==> config.mk <==
export PLATFORM = sky130hd
export DESIGN_NAME = serial_alu_seq
export DESIGN_NICKNAME = d
export VERILOG_FILES = /design/src/rtl/serial_alu_seq.sv
export SDC_FILE = /design/constraint.sdc
export NUM_CORES = 1
export LEC_CHECK = 0
export CAP_MARGIN = 30
export CORE_ASPECT_RATIO = 0.7
export CORE_UTILIZATION = 40
export DETAILED_ROUTE_END_ITERATION = 7
export GPL_TIMING_DRIVEN = 0
export PLACE_DENSITY = 0.63
export SETUP_SLACK_MARGIN = 0.4
export SYNTH_ARGS = -nofsm -noshare
export SYNTH_HDL_FRONTEND = slang
export SYNTH_SLANG_ARGS = --single-unit
==> constraint.sdc <==
create_clock -name clk -period 7.9 [get_ports clk]
set_input_delay 1.185 -clock clk [delete_from_list [all_inputs] [get_ports clk]]
set_output_delay 1.185 -clock clk [all_outputs]
set_load 0.02 [all_outputs]
==> src/rtl/serial_alu_seq.sv <==
// ============================================================================
// Module  : serial_alu_seq
// Brief   : Bit-serial ALU (AND/OR/ADD/SLT) processing one bit per clock, LSB first.
// Revision: 1.0 - initial release
// ============================================================================
`default_nettype none

module serial_alu_seq #(
  parameter int WIDTH = 8
) (
  input  logic             clk,
  input  logic             rst,
  input  logic             start,
  input  logic [WIDTH-1:0] a,
  input  logic [WIDTH-1:0] b,
  input  logic [3:0]       control,
  output logic             busy,
  output logic             done,
  output logic [WIDTH-1:0] result,
  output logic             cout,
  output logic             zero,
  output logic             overflow
);

  localparam int IDXW = (WIDTH > 2) ? $clog2(WIDTH) : 1;
  localparam logic [IDXW-1:0] LAST_IDX = IDXW'(WIDTH - 1);

  typedef enum logic [1:0] {
    IDLE = 2'd0,
    RUN  = 2'd1,
    DONE = 2'd2
  } state_t;

  state_t           state;
  logic [WIDTH-1:0] a_q;
  logic [WIDTH-1:0] b_q;
  logic [3:0]       ctl_q;
  logic [IDXW-1:0]  idx;
  logic             carry;
  logic [WIDTH-1:0] shreg;

  logic             ai;
  logic             bi;
  logic             sum;
  logic             carry_nxt;
  logic             res_bit;
  logic             ovf_raw;
  logic [WIDTH-1:0] res_full;
  logic [WIDTH-1:0] res_final;

  always_comb begin
    ai        = a_q[idx] ^ ctl_q[3];
    bi        = b_q[idx] ^ ctl_q[2];
    sum       = ai ^ bi ^ carry;
    carry_nxt = (ai & bi) | (ai & carry) | (bi & carry);
    case (ctl_q[1:0])
      2'b00:   res_bit = ai & bi;
      2'b01:   res_bit = ai | bi;
      default: res_bit = sum;
    endcase
    res_full = {res_bit, shreg[WIDTH-1:1]};
    // On the MSB slice, carry holds carry-in and carry_nxt the carry-out.
    ovf_raw  = carry ^ carry_nxt;
    if (ctl_q[1:0] == 2'b11) begin
      res_final = {{(WIDTH-1){1'b0}}, sum ^ ovf_raw};
    end else begin
      res_final = res_full;
    end
  end

  always_ff @(posedge clk or posedge rst) begin
    if (rst) begin
      state    <= IDLE;
      a_q      <= '0;
      b_q      <= '0;
      ctl_q    <= '0;
      idx      <= '0;
      carry    <= 1'b0;
      shreg    <= '0;
      busy     <= 1'b0;
      done     <= 1'b0;
      result   <= '0;
      cout     <= 1'b0;
      zero     <= 1'b1;
      overflow <= 1'b0;
    end else begin
      case (state)
        IDLE, DONE: begin
          done <= 1'b0;
          if (start) begin
            a_q   <= a;
            b_q   <= b;
            ctl_q <= control;
            idx   <= '0;
            carry <= control[2];
            busy  <= 1'b1;
            state <= RUN;
          end else begin
            busy  <= 1'b0;
            state <= IDLE;
          end
        end
        RUN: begin
          carry <= carry_nxt;
          shreg <= res_full;
          if (idx == LAST_IDX) begin
            // Visible outputs change only here, so they hold through the next RUN.
            state    <= DONE;
            busy     <= 1'b0;
            done     <= 1'b1;
            result   <= res_final;
            cout     <= carry_nxt;
            overflow <= ctl_q[1] & ovf_raw;
            zero     <= (res_final == '0);
          end else begin
            idx <= idx + IDXW'(1);
          end
        end
        default: begin
          state <= IDLE;
          busy  <= 1'b0;
          done  <= 1'b0;
        end
      endcase
    end
  end

endmodule

`default_nettype wire

Word level (Yosys, flattened, before mapping)
Index checks and enable logic that the tools add are counted.
{"block": "op_classes", "add_sub_neg": 1, "order_cmp": 1, "n_eq_ne": 8, "muxes": 19, "bitwise_logic": 13, "reduce_logical": 9}
{"op": "$logic_not A8 Y1", "n": 1}
{"op": "$mux W1", "n": 8}
{"op": "$mux W8", "n": 1}
{"op": "$bmux W1 S3", "n": 2}
{"op": "$mux W3", "n": 2}
{"op": "$ne A2 B2 Y1 const B", "n": 3}
{"op": "$pmux W1 S2", "n": 3}
{"op": "$pmux W3 S2", "n": 1}
{"op": "$reduce_and A2 Y1", "n": 3}
{"op": "$xor A1 B1 Y1", "n": 6}
{"op": "$and A1 B1 Y1", "n": 4}
{"op": "$eq A2 B1 Y1 const B", "n": 2}
{"op": "$eq A2 B2 Y1 const B", "n": 2}
{"op": "$logic_not A2 Y1", "n": 2}
{"op": "$lt A3 B4 Y1 const B", "n": 1}
{"op": "$pmux W2 S2", "n": 1}
{"op": "$add A3 B1 Y3 const B", "n": 1}
{"op": "$eq A3 B3 Y1 const B", "n": 1}
{"op": "$or A1 B1 Y1", "n": 3}
{"op": "$reduce_and A3 Y1", "n": 1}
{"op": "$mux W2", "n": 1}
{"op": "$reduce_bool A2 Y1", "n": 1}
{"op": "$reduce_or A2 Y1", "n": 1}
{"block": "word_totals", "register_bits": 47}

Longest topological paths before layout
{"block": "logic_depth", "word_depth": 10, "mapped_depth": 12}

Worst setup path after synthesis
OpenSTA, ideal clock, no wires.
{"block": "synth_path", "path_type": "flip-flop to flip-flop", "startpoint": "reg idx[1]", "endpoint": "reg zero", "setup_ps": 81, "arrival_ps": 2573, "required_ps": 7819, "setup_slack_ps": 5246, "path_stages_with_launch": 13, "n_path_buf": 1, "cell_sequence": "dfrtp_1 -> buf_6 -> mux2i_1 -> mux4_2 -> xnor2_2 -> inv_1 -> ha_1 -> xor2_1 -> a211oi_1 -> o211ai_1 -> a31oi_1 -> a21oi_1 -> a211oi_2"}
{"block": "synth_via", "elab_chain_len": 10}
{"item": "from (decl)", "line_no": "38", "rtl": "logic [IDXW-1:0] idx;"}
{"item": "from (signal assigned)", "line_no": "116", "rtl": "idx <= idx + IDXW'(1);"}
{"item": "$bmux W1 S3, on equally long branches", "line_no": "52, 53"}
{"item": "$mux W1, on equally long branches", "line_no": "52, 53"}
{"item": "$xor A1 B1 Y1, on equally long branches", "line_no": "52, 53"}
{"item": "$and A1 B1 Y1, on equally long branches", "line_no": "55, 57"}
{"item": "$or A1 B1 Y1 (2 in series)", "line_no": "55", "rtl": "carry_nxt = (ai & bi) | (ai & carry) | (bi & carry);"}
{"item": "$xor A1 B1 Y1", "line_no": "63", "rtl": "ovf_raw = carry ^ carry_nxt;"}
{"item": "$xor A1 B1 Y1", "line_no": "65", "rtl": "res_final = {{(WIDTH-1){1'b0}}, sum ^ ovf_raw};"}
{"item": "$mux W8", "line_no": "64", "rtl": "if (ctl_q[1:0] == 2'b11) begin"}
{"item": "$logic_not A8 Y1", "line_no": "114", "rtl": "zero <= (res_final == '0);"}
{"item": "to (signal assigned)", "line_no": "114"}
{"item": "to (decl)", "line_no": "21", "rtl": "output logic zero,"}
Several ways; a longest one is shown, not always the timed one. The select of a mux whose other input is x is not followed.
A chain may end at the register's enable or synchronous reset.

Worst setup path in the final report
Same ends and word-level chain as after synthesis.

==> results by group <==
Synthesis
  – EDFF count, synth: 0
  – Gate Count Post-Synth: 192
  – Post-synth ARST share: 100.0%
  – Ys Warns: 0
  – Sequential area share after synthesis: 53.35%
  – Synth area leader: dfrtp_1
  – Syn Area/Cell: 11.01 µm²
  – Synth Cell Area: 2113 µm²
  – Cell variety after synth: 36
  – Most used flip-flop cell after synthesis: dfrtp_1
  – Post-synthesis register bit count: 45
  – Area contributors post-synth: dfrtp_1 (52%), mux2_2 (11%), nand2_1 (8.0%), mux2i_1 (4.3%), nand3_1 (2.4%)
  – Syn nets: 218
  – Top cell type's share of synthesized area: 52.10%

Setup path
  – CP Max Fanout: 6
  – Setup crit start kind: register
  – Req. time, crit path: 8.12 ns
  – Critical Path AT: 3.14 ns
  – Critical path class: reg -> reg
  – Worst setup EP type: register

Drt
  – DRT antenna net count: 0
  – 1st-pass router iterations: 4
  – Mean number of vias per cell: 4.898
  – Wire length per cell: 12.59 µm
  – # DRC: 0
  – Routed WL: 3840 µm
  – Initial DRC Count: 59
  – Via Count: 1494

STA
  – Slew Limit Fails: 0
  – Fmax: 341.8 MHz
  – Crit share post-route: 37.04%
  – Final Setup Violations: 0
  – Final min period: 2.926 ns
  – Worst Hold Slack: 0.4711 ns
  – Slew margin rel.: 63.34%
  – Fin. Hold Viols: 0
  – Worst slew pin tran: 0.5500 ns
  – Setup_tns: 0 ns
  – RSZ-0062 raised after global routing: no
  – Worst Clk Skew: 0.005506 ns

Floorplanning
  – Die area: 5582 µm²
  – Die Ht: 62.81 µm
  – Top Ports: 36
  – Die X: 88.88 µm
  – Starting Density: 42.78%
  – Core Footprint: 4940 µm²
  – FP Rows: 21

Clock network
  – Clock Latency Late Sink: 0.30 ns
  – Clk buf depth: 2
  – Postcts setup bufs: 0
  – Cts hold-fix bufs: 0
  – Clock slew at reported path FFs: 0.08 ns
  – CTS tree: built
  – Clock root buffer: clkbuf_8
  – TritonCTS sink count: 45
  – H-tree depth: 2
  – Resized Gates After CTS: 0
  – CTS Buf Count: 5

Pwr
  – Pwr/cell area: 427.9 nW/µm²
  – LEAKAGE: 1.184 nW
  – Overall Power: 0.001135 W
  – Peak VDD IR: 148.8 µV

Status
  – Status: complete, no violations

Place
  – Port Buffers: 35
  – Detailed placement HPWL: 2837 µm
  – RePlAce Congestion: 0.8229

Job
  – Max Cap Viol: 0

Layout
  – Area Growth Syn to Fin: 25.58%
  – Nets: 261
  – Share of cells above drive strength 1: 17.80%
  – Inserted Diodes: 0
  – Utilization after layout: 53.72%

Global routing
  – First-pass GRT wire length: 6748 µm
  – All-layer global routing usage: 16.06%
  – Overflow after GRT: 0
  – Initial antenna violation count: 0
  – Largest net degree at the start of global routing: 28
  – Vias in the first global route: 1425

Hold path
  – HP Class: reg -> reg
==> Yosys cell counts (all sizes together), types with 2 or more instances <==
cell    number
nor3         2
xnor2        2
o21ai        4
ha           3
dfrtp       44
o211ai       2
buf          4
mux2        20
a21oi        4
mux2i        9
nor2         6
nand3       10
clkbuf       6
mux4         2
nand2       46
o31ai        3
nor2b        2
a211oi       4
inv          8
==> metal layers <==
| layer | wire [µm] | vias to the layer above | GRT usage (%) | share of wire (%) |
|---|---|---|---|---|
| li1 | - | 744 | - | - |
| met1 | 2165 | 712 | 25.79 | 56 |
| met2 | 1454 | 31 | 20.19 | 38 |
| met3 | 160 | 7 | 3.963 | 4.2 |
| met4 | 59 | 0 | 6.048 | 1.5 |
| met5 | 0 | - | 0 | 0 |
==> final timing paths <==
path	end	from	cells past startpoint	slack (ns)
hold reg to reg	result[2]$_DFFE_PP0P_	result[2]$_DFFE_PP0P_	2	0.47
hold / removal	result[2]$_DFFE_PP0P_	result[2]$_DFFE_PP0P_	2	0.47
max in group asynchronous	zero$_DFFE_PP1P_	rst	3	6.14
setup reg to reg	zero$_DFFE_PP1P_	idx[1]$_DFFE_PP0P_	12	4.97
setup / recovery	zero$_DFFE_PP1P_	idx[1]$_DFFE_PP0P_	12	4.97
min in group asynchronous	a_q[7]$_DFFE_PP0P_	rst	2	1.19
==> critical path, cell delays in order, from the launching register on <==
cell      delay [ns]
dfrtp_1         0.39
buf_6           0.14
mux2i_1         0.12
mux4_2          0.51
xnor2_2         0.24
inv_1           0.12
ha_1            0.37
xor2_1          0.18
a211oi_1        0.26
o211ai_1        0.12
a31oi_1         0.18
a21oi_1         0.07
a211oi_2        0.15
==> cells by family (layout without fill, tap and decap cells) <==
logic type | Yosys count | after routing | share of synthesized area, %
xor+xnor | 3 | 3 | 1.954
fa+ha+maj | 4 | 4 | 2.428
flops | 45 | 45 | 53.35
compound gates | 21 | 21 | 6.986
mux | 31 | 31 | 17.05
simple gates | 70 | 70 | 14.27
buf+inv | 18 | 62 | 3.966
==> per-stage QoR <==
step / std cells / setup WS [ns] / cell area, µm²
floorplan: 192 / 5.246 / 2113
global placement: 296 / 4.698 / 2550
detailed placement: 297 / 4.803 / 2570
CTS: 305 / 4.958 / 2654
global route: 305 / 4.754 / 2654
finish: 305 / 4.974 / 2654
==> state kept, by name, summed over array words and instances, names as in the netlist <==
register / count
busy: 1
a_q: 8
b_q: 8
state: 1
ctl_q: 4
cout: 1
shreg: 7
done: 1
idx: 3
carry: 1
zero: 1
overflow: 1
result: 8
==> layout by cell type, fill, tap and decap left out, types with 2 or more instances in the layout <==
master           Yosys  routed
o21ai_0              4       4
xnor2_2              2       2
mux2i_1              9       9
o211ai_1             2       2
inv_2                1       2
nor2_1               5       5
mux2_2              20      20
inv_1                7       6
nand3_1             10      10
buf_6                2       2
a211oi_1             2       2
clkbuf_8             0       5
dfrtp_1             44      44
nand2_1             45      45
nor2b_1              2       2
nor3_1               2       2
a21oi_1              4       4
clkbuf_1             6       8
clkdlybuf4s50_1      0      35
ha_1                 3       3
mux4_2               2       2
a211oi_2             2       2
o31ai_1              3       3
==> area by class of cell <==
cell class / instances / area (µm²)
Fill cell: 473 / 2286
Tap cell: 69 / 86.33
Sequential cell: 45 / 1127
Timing Repair Buffer: 36 / 370.4
Clock buffer: 7 / 76.32
Inverter: 8 / 30.03
Clock inverter: 1 / 7.507
Buffer: 10 / 53.80
Multi-Input combinational cell: 129 / 902.1
==> report_power, final <==
part / leakage [nW] / switching (W) / internal, W
Clock: 0.0385 / 0.0000757 / 0.0000626
Sequential: 0.556 / 0.0000671 / 0.000336
Combinational: 0.589 / 0.000312 / 0.000282
No activity file was read; power rests on OpenSTA's default activity.
